<file path="src/rtl/bm_dag2_pkg.sv">
// Shared constants, width helper and state encoding for the bm_dag2 accumulator slice.
package bm_dag2_pkg;

  function automatic int unsigned clog2(input int unsigned v);
    int unsigned r;
    int unsigned x;
    r = 0;
    x = (v > 0) ? v - 1 : 0;
    while (x > 0) begin
      r = r + 1;
      x = x >> 1;
    end
    return r;
  endfunction

  localparam int unsigned BITS_DEF     = 2;
  localparam int unsigned WINDOW_DEF   = 4;
  localparam int unsigned CNT_BITS_DEF = clog2(WINDOW_DEF) + 1;
  localparam int unsigned ACC_BITS_DEF = BITS_DEF + clog2(WINDOW_DEF);

  // Observable accumulator condition, derived from count and output occupancy
  typedef enum logic [1:0] {
    ST_EMPTY   = 2'd0,
    ST_PARTIAL = 2'd1,
    ST_STALL   = 2'd2
  } acc_state_e;

endpackage

</file>
<file path="src/rtl/bm_dag2_out_reg.sv">
// One-entry valid/ready output register; a load may coincide with the unload of the held entry.
module bm_dag2_out_reg #(
  parameter int unsigned W = 8
) (
  input  logic         clock,
  input  logic         reset,
  input  logic         load,
  input  logic [W-1:0] load_data,
  output logic         out_valid,
  input  logic         out_ready,
  output logic [W-1:0] out_data
);

  logic         valid_q, valid_d;
  logic [W-1:0] data_q, data_d;

  always_comb begin
    valid_d = valid_q;
    data_d  = data_q;
    if (valid_q && out_ready) valid_d = 1'b0;
    // Caller only loads when the slot is free or being drained this cycle
    if (load) begin
      valid_d = 1'b1;
      data_d  = load_data;
    end
  end

  always_ff @(posedge clock) begin
    if (reset) begin
      valid_q <= 1'b0;
      data_q  <= '0;
    end else begin
      valid_q <= valid_d;
      data_q  <= data_d;
    end
  end

  assign out_valid = valid_q;
  assign out_data  = data_q;

endmodule

</file>
<file path="src/rtl/bm_dag2_accum.sv">
// Windowed accumulator consuming the bm_dag2 result stream, with early flush and registered output.
// Optional saturating accumulation and out_sat flag under BM_DAG2_ACCUM_SATURATE_EN.
module bm_dag2_accum
  import bm_dag2_pkg::*;
#(
  parameter int unsigned BITS     = BITS_DEF,
  parameter int unsigned WINDOW   = WINDOW_DEF,
  parameter int unsigned CNT_BITS = clog2(WINDOW) + 1,
  parameter int unsigned ACC_BITS = BITS + clog2(WINDOW)
) (
  input  logic                clock,
  input  logic                reset,
  input  logic                in_valid,
  output logic                in_ready,
  input  logic [BITS-1:0]     in_data,
  input  logic                flush,
  output logic                out_valid,
  input  logic                out_ready,
  output logic [ACC_BITS-1:0] out_sum,
`ifdef BM_DAG2_ACCUM_SATURATE_EN
  output logic                out_sat,
`endif
  output logic [CNT_BITS-1:0] out_count
);

`ifdef BM_DAG2_ACCUM_SATURATE_EN
  localparam int unsigned PW = ACC_BITS + CNT_BITS + 1;
`else
  localparam int unsigned PW = ACC_BITS + CNT_BITS;
`endif

  logic [ACC_BITS-1:0] acc_q, acc_d;
  logic [CNT_BITS-1:0] count_q, count_d;
  logic                stall_c, closing_next_c, accept_c, close_c;
  logic [ACC_BITS-1:0] sum_c;
  logic [CNT_BITS-1:0] count_nx_c;
  logic [PW-1:0]       payload_c, out_data;
  acc_state_e          state_c;
`ifdef BM_DAG2_ACCUM_SATURATE_EN
  logic                sat_q, sat_d, sat_nx_c;
  logic [ACC_BITS:0]   wide_c;
`endif

  always_comb begin
    stall_c        = out_valid && !out_ready;
    closing_next_c = (count_q == CNT_BITS'(WINDOW - 1)) ||
                     (flush && ((count_q != '0) || in_valid));
    // Only a closing sample must wait for the output slot
    in_ready       = !(stall_c && closing_next_c);
    accept_c       = in_valid && in_ready;
    count_nx_c     = count_q + CNT_BITS'(accept_c);
`ifdef BM_DAG2_ACCUM_SATURATE_EN
    wide_c   = {1'b0, acc_q} + (accept_c ? (ACC_BITS + 1)'(in_data) : '0);
    sum_c    = wide_c[ACC_BITS] ? '1 : wide_c[ACC_BITS-1:0];
    sat_nx_c = sat_q | wide_c[ACC_BITS];
`else
    sum_c    = acc_q + (accept_c ? ACC_BITS'(in_data) : '0);
`endif
    // A flush that finds the output stalled is dropped, not remembered
    close_c = !stall_c &&
              ((accept_c && (count_nx_c == CNT_BITS'(WINDOW))) ||
               (flush && (count_nx_c != '0)));
    acc_d   = close_c ? '0 : sum_c;
    count_d = close_c ? '0 : count_nx_c;
`ifdef BM_DAG2_ACCUM_SATURATE_EN
    sat_d     = close_c ? 1'b0 : sat_nx_c;
    payload_c = {sat_nx_c, count_nx_c, sum_c};
`else
    payload_c = {count_nx_c, sum_c};
`endif
  end

  always_ff @(posedge clock) begin
    if (reset) begin
      acc_q   <= '0;
      count_q <= '0;
`ifdef BM_DAG2_ACCUM_SATURATE_EN
      sat_q   <= 1'b0;
`endif
    end else begin
      acc_q   <= acc_d;
      count_q <= count_d;
`ifdef BM_DAG2_ACCUM_SATURATE_EN
      sat_q   <= sat_d;
`endif
    end
  end

  bm_dag2_out_reg #(.W(PW)) u_out_reg (
    .clock     (clock),
    .reset     (reset),
    .load      (close_c),
    .load_data (payload_c),
    .out_valid (out_valid),
    .out_ready (out_ready),
    .out_data  (out_data)
  );

  assign out_sum   = out_data[ACC_BITS-1:0];
  assign out_count = out_data[ACC_BITS +: CNT_BITS];
`ifdef BM_DAG2_ACCUM_SATURATE_EN
  assign out_sat   = out_data[PW-1];
`endif

  always_comb begin
    if (stall_c && closing_next_c) state_c = ST_STALL;
    else if (count_q == '0)        state_c = ST_EMPTY;
    else                           state_c = ST_PARTIAL;
  end

  a_stall_blocks_input: assert property (@(posedge clock) disable iff (reset)
    (state_c == ST_STALL) |-> !in_ready);
  a_count_in_range: assert property (@(posedge clock) disable iff (reset)
    count_q < CNT_BITS'(WINDOW));

endmodule

</file>
<file path="config.mk">
export PLATFORM = sky130hd
export DESIGN_NAME = bm_dag2_accum
export DESIGN_NICKNAME = d
export VERILOG_FILES = /design/src/rtl/bm_dag2_pkg.sv /design/src/rtl/bm_dag2_out_reg.sv /design/src/rtl/bm_dag2_accum.sv
export SDC_FILE = /design/constraint.sdc
export NUM_CORES = 1
export LEC_CHECK = 0
export BUFFER_PORTS_ARGS = -buffer_cell sky130_fd_sc_hd__buf_2
export CORE_MARGIN = 5
export CORE_UTILIZATION = 40
export DETAILED_ROUTE_END_ITERATION = 16
export MAX_ROUTING_LAYER = met4
export SYNTH_ARGS = -nofsm -noshare
export SYNTH_HDL_FRONTEND = slang
export SYNTH_SLANG_ARGS = --single-unit
</file>
<file path="constraint.sdc">
create_clock -name clock -period 2.4 [get_ports clock]
set_input_delay 0.24 -clock clock [delete_from_list [all_inputs] [get_ports clock]]
set_output_delay 0.24 -clock clock [all_outputs]
set_load 0.005 [all_outputs]
</file>
==> flow_metrics.py, run 1 <==
metrics = {
    "power": {
        "p_seq_share_pct": 49.6,
        "power_leakage_uw": 0.0003859,
        "p_int_uw": 395.7,
        "netSwitchingFraction_pct": 29.02,
        "power.switching_uw": 161.8,
        "ir_drop_mv": 0.3910,
        "power_density_nw_per_um2": 608.7,
        "clkPwrFrac_pct": 25.2,
        "pwr-share-comb_pct": 25.3,
    },
    "min_path": {
        "hp-class": "in -> reg",
    },
    "global_routing": {
        "grt_max_degree": 15,
        "grt_pass1_wl_mm": 2.456,
        "grt.total_usage_pct": 12.18,
        "grt_antenna_before_repair": 0,
        "grt.overflow.total": 0,
        "grt_pass1_vias": 568,
    },
    "synth": {
        "synth.area.top_cells": "dfxtp_1 41%, a21oi_1 7.4%, ha_1 6.8%, a211oi_2 5.1%, xnor2_1 3.6%",
        "syn_nets": 88,
        "synth_compound_area_share_pct": 20.81,
        "yosys.area_share.simple_pct": 22.84,
        "syn_area_sq_um": 739.5,
        "synth_commonest_cells": "15 x dfxtp_1, 11 x a21oi_1, 5 x nand2_1",
        "async_flop_share_pct": 0,
        "yosysSeqAreaShare_pct": 40.61,
        "synth.area.mux_share_pct": 0,
        "yosysMostFrequentCell": "dfxtp_1",
        "synth_top_family_by_area": "simple AND/OR/NAND/NOR gates",
        "synthAdderAreaFrac_pct": 9.475,
        "synth_warnings": 0,
        "synth-xor-area-share_pct": 3.553,
        "ys.flop_type": "dfxtp_1",
        "avgSynthCellArea_sq_um": 9.730,
        "ys_seq_elements": 15,
        "syn_inst": 76,
        "synth-edff-count": 0,
        "yosysTopAreaCellShare_pct": 40.61,
        "yosysTopAreaCell": "dfxtp_1",
        "synth_cell_types": 25,
    },
    "setup_path": {
        "crit_path_cell_trace": "nor2b_4 -> a21oi_1 -> o21a_1 -> ha_1 -> ha_1 -> or3b_4 -> a21oi_4 -> a21oi_1 -> a211oi_2",
        "critPathMaxFanout": 8,
        "endpoint_kind": "register",
        "crit_end": "u_out_reg.out_data[6]",
        "path_class": "reg -> reg",
        "cpPeakStageDelay_ps": 420,
        "critPathSlowestCell": "or3b_4",
        "critical_path.startpoint_type": "register",
        "rrSetupSlack_ps": 100,
        "crit_start": "count_q[2]",
        "reg2reg_depth": 9,
        "cp_data_arrival_time_ps": 2500,
        "regToRegStartpoint": "count_q[2]",
        "cp_data_required_time_ps": 2600,
        "worst_r2r_endpoint": "u_out_reg.out_data[6]",
    },
    "routing": {
        "wl_per_cell_um": 11.84,
        "drc": 0,
        "viasPerCell": 4.797,
        "drtIter0Drc": 1,
        "vias": 590,
        "ant_nets": 0,
        "first_pass_iters": 2,
        "routed_wl_mm": 1.456,
    },
    "cells_and_area": {
        "register_area_sq_um": 301.5,
        "multi_input_area_sq_um": 440.4,
        "drive_gt1_share_pct": 36.73,
        "area_growth_pct": 23.86,
        "fin_area_sq_um": 915.9,
        "n_fill_cell": 167,
        "layout.cells.non_filler": 123,
        "n_antenna_cell": 0,
        "nNetsFinal": 111,
    },
    "floorplanning": {
        "die_area_sq_um": 2808,
        "core_sq_um": 1745,
        "chipHeight_um": 53.00,
        "initial_core_util_pct": 42.37,
        "fp.dieW_um": 53.00,
        "io_pins": 16,
        "placementRows": 15,
    },
    "placed_design": {
        "port_buffers": 15,
        "gp_congestion": 0.7427,
        "placed_area_sq_um": 852.1,
        "placed_cells": 117,
        "place_hpwl_mm": 1.105,
    },
    "sta": {
        "post-route-period-util_pct": 95.95,
        "fin_setup_tns_ps": 0,
        "rsz0062_at_grt": "true",
        "setup_viol": 0,
        "hold_violations": 0,
        "final_max_slew_viol_count": 0,
        "max_freq_mhz": 434.3,
        "slew_headroom_pct": 80.72,
        "worst_pin_slew_ps": 289.2,
        "fin_crit_ps": 2303,
        "finalClockSkew_ps": 1.009,
    },
    "status": {
        "status": "finished, final reports clean",
    },
    "clock_network": {
        "cts_buffer_depth": 2,
        "cts_tree": "done",
        "clk_latency_ps": 270,
        "root_buffer": "clkbuf_4",
        "cts_buffers": 3,
        "clk_pin_slew_worst_paths_ps": 90,
        "cts.sinks": 15,
        "cts.htree.levels": 1,
    },
    "run": {
        "max-cap-violations": 0,
    },
}
[cells by family (layout without fill, tap and decap cells)]
group,Yosys count,after routing
AOI/OAI and AO/OA,22,22
and+or+nand+nor,27,27
adders and majority gates,5,5
xor gates and xnor gates,3,3
buffers and inverters,4,26
DFF,15,15
[timing repair]
action                     CTS  global route
pin swaps                    0             2
buffers inserted             0             2
gates resized for setup      1             8
hold buffers                 0             0
setup endpoints to repair    1            11
gates cloned                 0             0
[metal layers]
layer | part of all wire, % | GRT usage [%] | up-vias | routed length, um
li1 | - | - | 312 | -
met1 | 48 | 15.73 | 267 | 706
met2 | 46 | 19.01 | 9 | 675
met3 | 4.1 | 3.380 | 2 | 60
met4 | 0.82 | 2.553 | 0 | 12
met5 | 0 | - | - | 0
[registers in the layout, indices dropped and copies added, names as in the netlist]
name and cells:
u_out_reg.out_valid 1, u_out_reg.out_data 7, acc_q 4, count_q 3
[layout make-up]
class,instances,area share [%]
multi-input combinational,57,48.09
sequential,15,32.92
timing repair buffer,19,11.48
tap,25,3.415
clock buffer,4,2.869
inverter,3,1.230
[critical path: cells and delay by family, from the launching register on]
family          cells  cell delay, ps
compound gates      5             850
flops               1             360
simple gates        2             540
fa+ha+maj           2             480
[how the worst min path moves through the flow]
stage / start / slack [ps] / depth (start not counted) / to
floorplan: reset / 320 / 1 / acc_q[0]
global route: reset / 310 / 2 / u_out_reg.out_valid
global placement: u_out_reg.out_data[5] / 460 / 2 / u_out_reg.out_data[5]
finish: reset / 310 / 2 / u_out_reg.out_valid
CTS: reset / 310 / 2 / u_out_reg.out_valid
detailed placement: u_out_reg.out_data[5] / 470 / 2 / u_out_reg.out_data[5]
[stage by stage]
| stage | hold WS (ps) | worst slack [ps] | power, uW | utilization (%) |
|---|---|---|---|---|
| 6_report | 312.5 | 97.19 | 557.5 | 52.47 |
| 4_1_cts | 306.9 | 7.861 | 555.5 | 50.32 |
| 5_1_grt | 312.3 | -21.83 | 599.4 | 52.47 |
| 2_1_floorplan | 316.1 | 156.8 | 372.6 | - |
| 3_3_place_gp | 463.9 | 99.02 | 410.1 | 48.82 |
| 3_5_place_dp | 466.1 | 43.82 | 411.0 | 48.82 |
[power groups by stage]
| stage | Clock [uW] | Sequential, uW | Combinational (uW) |
|---|---|---|---|
| finish | 140 | 276 | 141 |
| global route | 164 | 279 | 157 |
| CTS | 149 | 276 | 131 |
| detailed placement | 0 | 282 | 129 |
| global placement | 0 | 281 | 129 |
| floorplan | 0 | 283 | 90.0 |
[cells in the final DEF (no fill, tap or decap), types with 2 or more instances in the layout]
master,count
nor3_1,4
nand3_1,2
dfxtp_1,14
buf_2,15
ha_1,4
nand2_1,5
a21oi_1,9
a21oi_2,2
buf_4,4
and2_1,4
o21ai_1,3
clkbuf_4,3
nor2_1,3
a211oi_2,3
and2b_2,2
nor3b_1,2
xnor2_1,3
inv_1,3
Note: power is estimated with default switching activity, not from simulation.
==> run 2: changes to the inputs <==
- CTS_BUF_LIST: default -> sky130_fd_sc_hd__clkbuf_4
==> run 2 against run 1 <==
  * Design area rose by 0.41%
  * Routed wire length increased by 3.0%
  * Die area unchanged
  * Maximum frequency shrank 0.18%
  * Sequential cell count unchanged
  * First-iteration DRC count grew to 3.0 times the previous value
  * Final cell count unchanged
  * Critical path type unchanged
  * Largest cell class unchanged
==> flow_metrics.py, run 2 (same netlist as run 1, synthesis figures left out) <==
metrics = {
    "status": {
        "status": "finished, final reports clean",
    },
    "routing": {
        "first_pass_iters": 4,
        "drc": 0,
        "drtIter0Drc": 3,
        "vias": 587,
        "routed_wl_mm": 1.499,
        "ant_nets": 0,
        "wl_per_cell_um": 12.19,
        "viasPerCell": 4.772,
    },
    "power": {
        "power_uw": 567.7,
        "ir_drop_mv": 0.3897,
        "power_leakage_uw": 0.0003893,
        "power_density_nw_per_um2": 617.3,
    },
    "global_routing": {
        "grt.overflow.total": 0,
        "grt.total_usage_pct": 12.36,
        "grt_pass1_vias": 569,
        "grt_pass1_wl_mm": 2.484,
        "grt_antenna_before_repair": 0,
        "grt_max_degree": 15,
    },
    "floorplanning": {
        "fp.dieW_um": 53.00,
        "die_area_sq_um": 2808,
        "placementRows": 15,
        "chipHeight_um": 53.00,
        "initial_core_util_pct": 42.37,
        "io_pins": 16,
        "core_sq_um": 1745,
    },
    "clock_network": {
        "cts_buffers": 3,
        "cts_tree": "done",
        "cts.htree.levels": 1,
        "clk_pin_slew_worst_paths_ps": 80,
        "root_buffer": "clkbuf_4",
        "cts.sinks": 15,
        "cts_buffer_depth": 2,
        "clk_latency_ps": 270,
    },
    "sta": {
        "finalClockSkew_ps": 1.118,
        "setup_viol": 0,
        "max_freq_mhz": 433.5,
        "rsz0062_at_grt": "true",
        "worst_pin_slew_ps": 292.9,
        "post-route-period-util_pct": 96.13,
        "slew_headroom_pct": 80.48,
        "whs_ps": 314.0,
        "hold_violations": 0,
        "fin_crit_ps": 2307,
        "final_max_slew_viol_count": 0,
    },
    "run": {
        "max-cap-violations": 0,
    },
    "placed_design": {
        "gp_congestion": 0.7427,
        "place_hpwl_mm": 1.105,
        "placed_area_sq_um": 852.1,
        "port_buffers": 15,
        "placed_cells": 117,
    },
    "setup_path": {
        "endpoint_kind": "register",
        "regToRegStartpoint": "count_q[2]",
        "rrSetupSlack_ps": 90,
        "cp_data_required_time_ps": 2600,
        "worst_r2r_endpoint": "u_out_reg.out_data[6]",
        "critPathSlowestCell": "or3b_4",
        "path_class": "reg -> reg",
        "critPathMaxFanout": 8,
        "cp_data_arrival_time_ps": 2500,
        "critical_path.startpoint_type": "register",
        "crit_path_cell_trace": "nor2b_4 -> a21oi_1 -> o21a_1 -> ha_1 -> ha_1 -> or3b_4 -> a21oi_4 -> a21oi_1 -> a211oi_2",
        "cpPeakStageDelay_ps": 420,
        "reg2reg_depth": 9,
    },
    "cells_and_area": {
        "drive_gt1_share_pct": 37.76,
        "fin_area_sq_um": 919.6,
        "utilization_pct": 52.69,
        "final_cell_mix": "15 x buf_2, 14 x dfxtp_1, 9 x a21oi_1, 5 x nand2_1",
        "largest_reg_flops": 7,
        "final_common_cell": "buf_2",
        "nNetsFinal": 111,
        "layout.cells.non_filler": 123,
        "area_growth_pct": 24.37,
        "n_antenna_cell": 0,
    },
    "min_path": {
        "worstHoldStart": "reset",
        "min_path_cells": 2,
        "min_to": "u_out_reg.out_valid",
        "hp-class": "in -> reg",
    },
}
==> run 2: what timing repair did <==
action                                  in CTS  in global routing
endpoints found under the setup margin       1                 11
pin swaps                                    0                  2
hold endpoints to repair                     0                  0
hold buffers                                 0                  0
buffers inserted                             0                  2
resized for setup                            1                  8
==> run 2: power breakdown <==
group / total, uW / internal, uW / switching (uW) / leakage [uW]
registers: 277 / 267 / 9.17 / 0.000123
logic: 141 / 64.0 / 77.4 / 0.000248
clock network: 150 / 75.6 / 74.2 / 0.0000184
total: 568 / 407 / 161 / 0.000389
==> run 2: worst max-delay path by stage <==
stage	from	end	depth (start not counted)
detailed placement	count_q[0]	u_out_reg.out_data[2]	9
global route	count_q[0]	u_out_reg.out_data[6]	9
finish	count_q[2]	u_out_reg.out_data[6]	9
global placement	count_q[0]	u_out_reg.out_data[0]	9
floorplan	count_q[0]	u_out_reg.out_data[0]	9
CTS	count_q[0]	u_out_reg.out_data[2]	9
==> run 2: through the flow <==
stage,TNS [ps],worst slack [ps]
2_1_floorplan,0,156.8
5_1_grt,-78.31,-21.60
3_5_place_dp,0,43.82
3_3_place_gp,0,99.02
4_1_cts,0,3.811
6_report,0,92.93
==> run 2: cell type report <==
type	count	area, sq um
multi-input cells	57	440.4
flip-flops and latches	15	301.5
well taps	25	31.28
fillers	167	825.8
inverters	3	11.26
clock buffers	4	30.03
repair buffers	19	105.1
==> run 2: critical path: cells and delay by family, from the launching register on <==
| family | cells | cell delay (ps) |
|---|---|---|
| adder cells (fa/ha/maj) | 2 | 480 |
| flip-flops | 1 | 360 |
| AND/OR/NAND/NOR | 2 | 540 |
| AO/OA/AOI/OAI | 5 | 850 |
==> run 2: per-layer routing <==
layer  vias to the layer above  GRT usage [%]  routed length, um
met4                         0          2.553                 12
met1                       264          15.56                694
li1                        312              -                  -
met5                         -              -                  0
met2                         9          19.63                719
met3                         2          3.662                 72
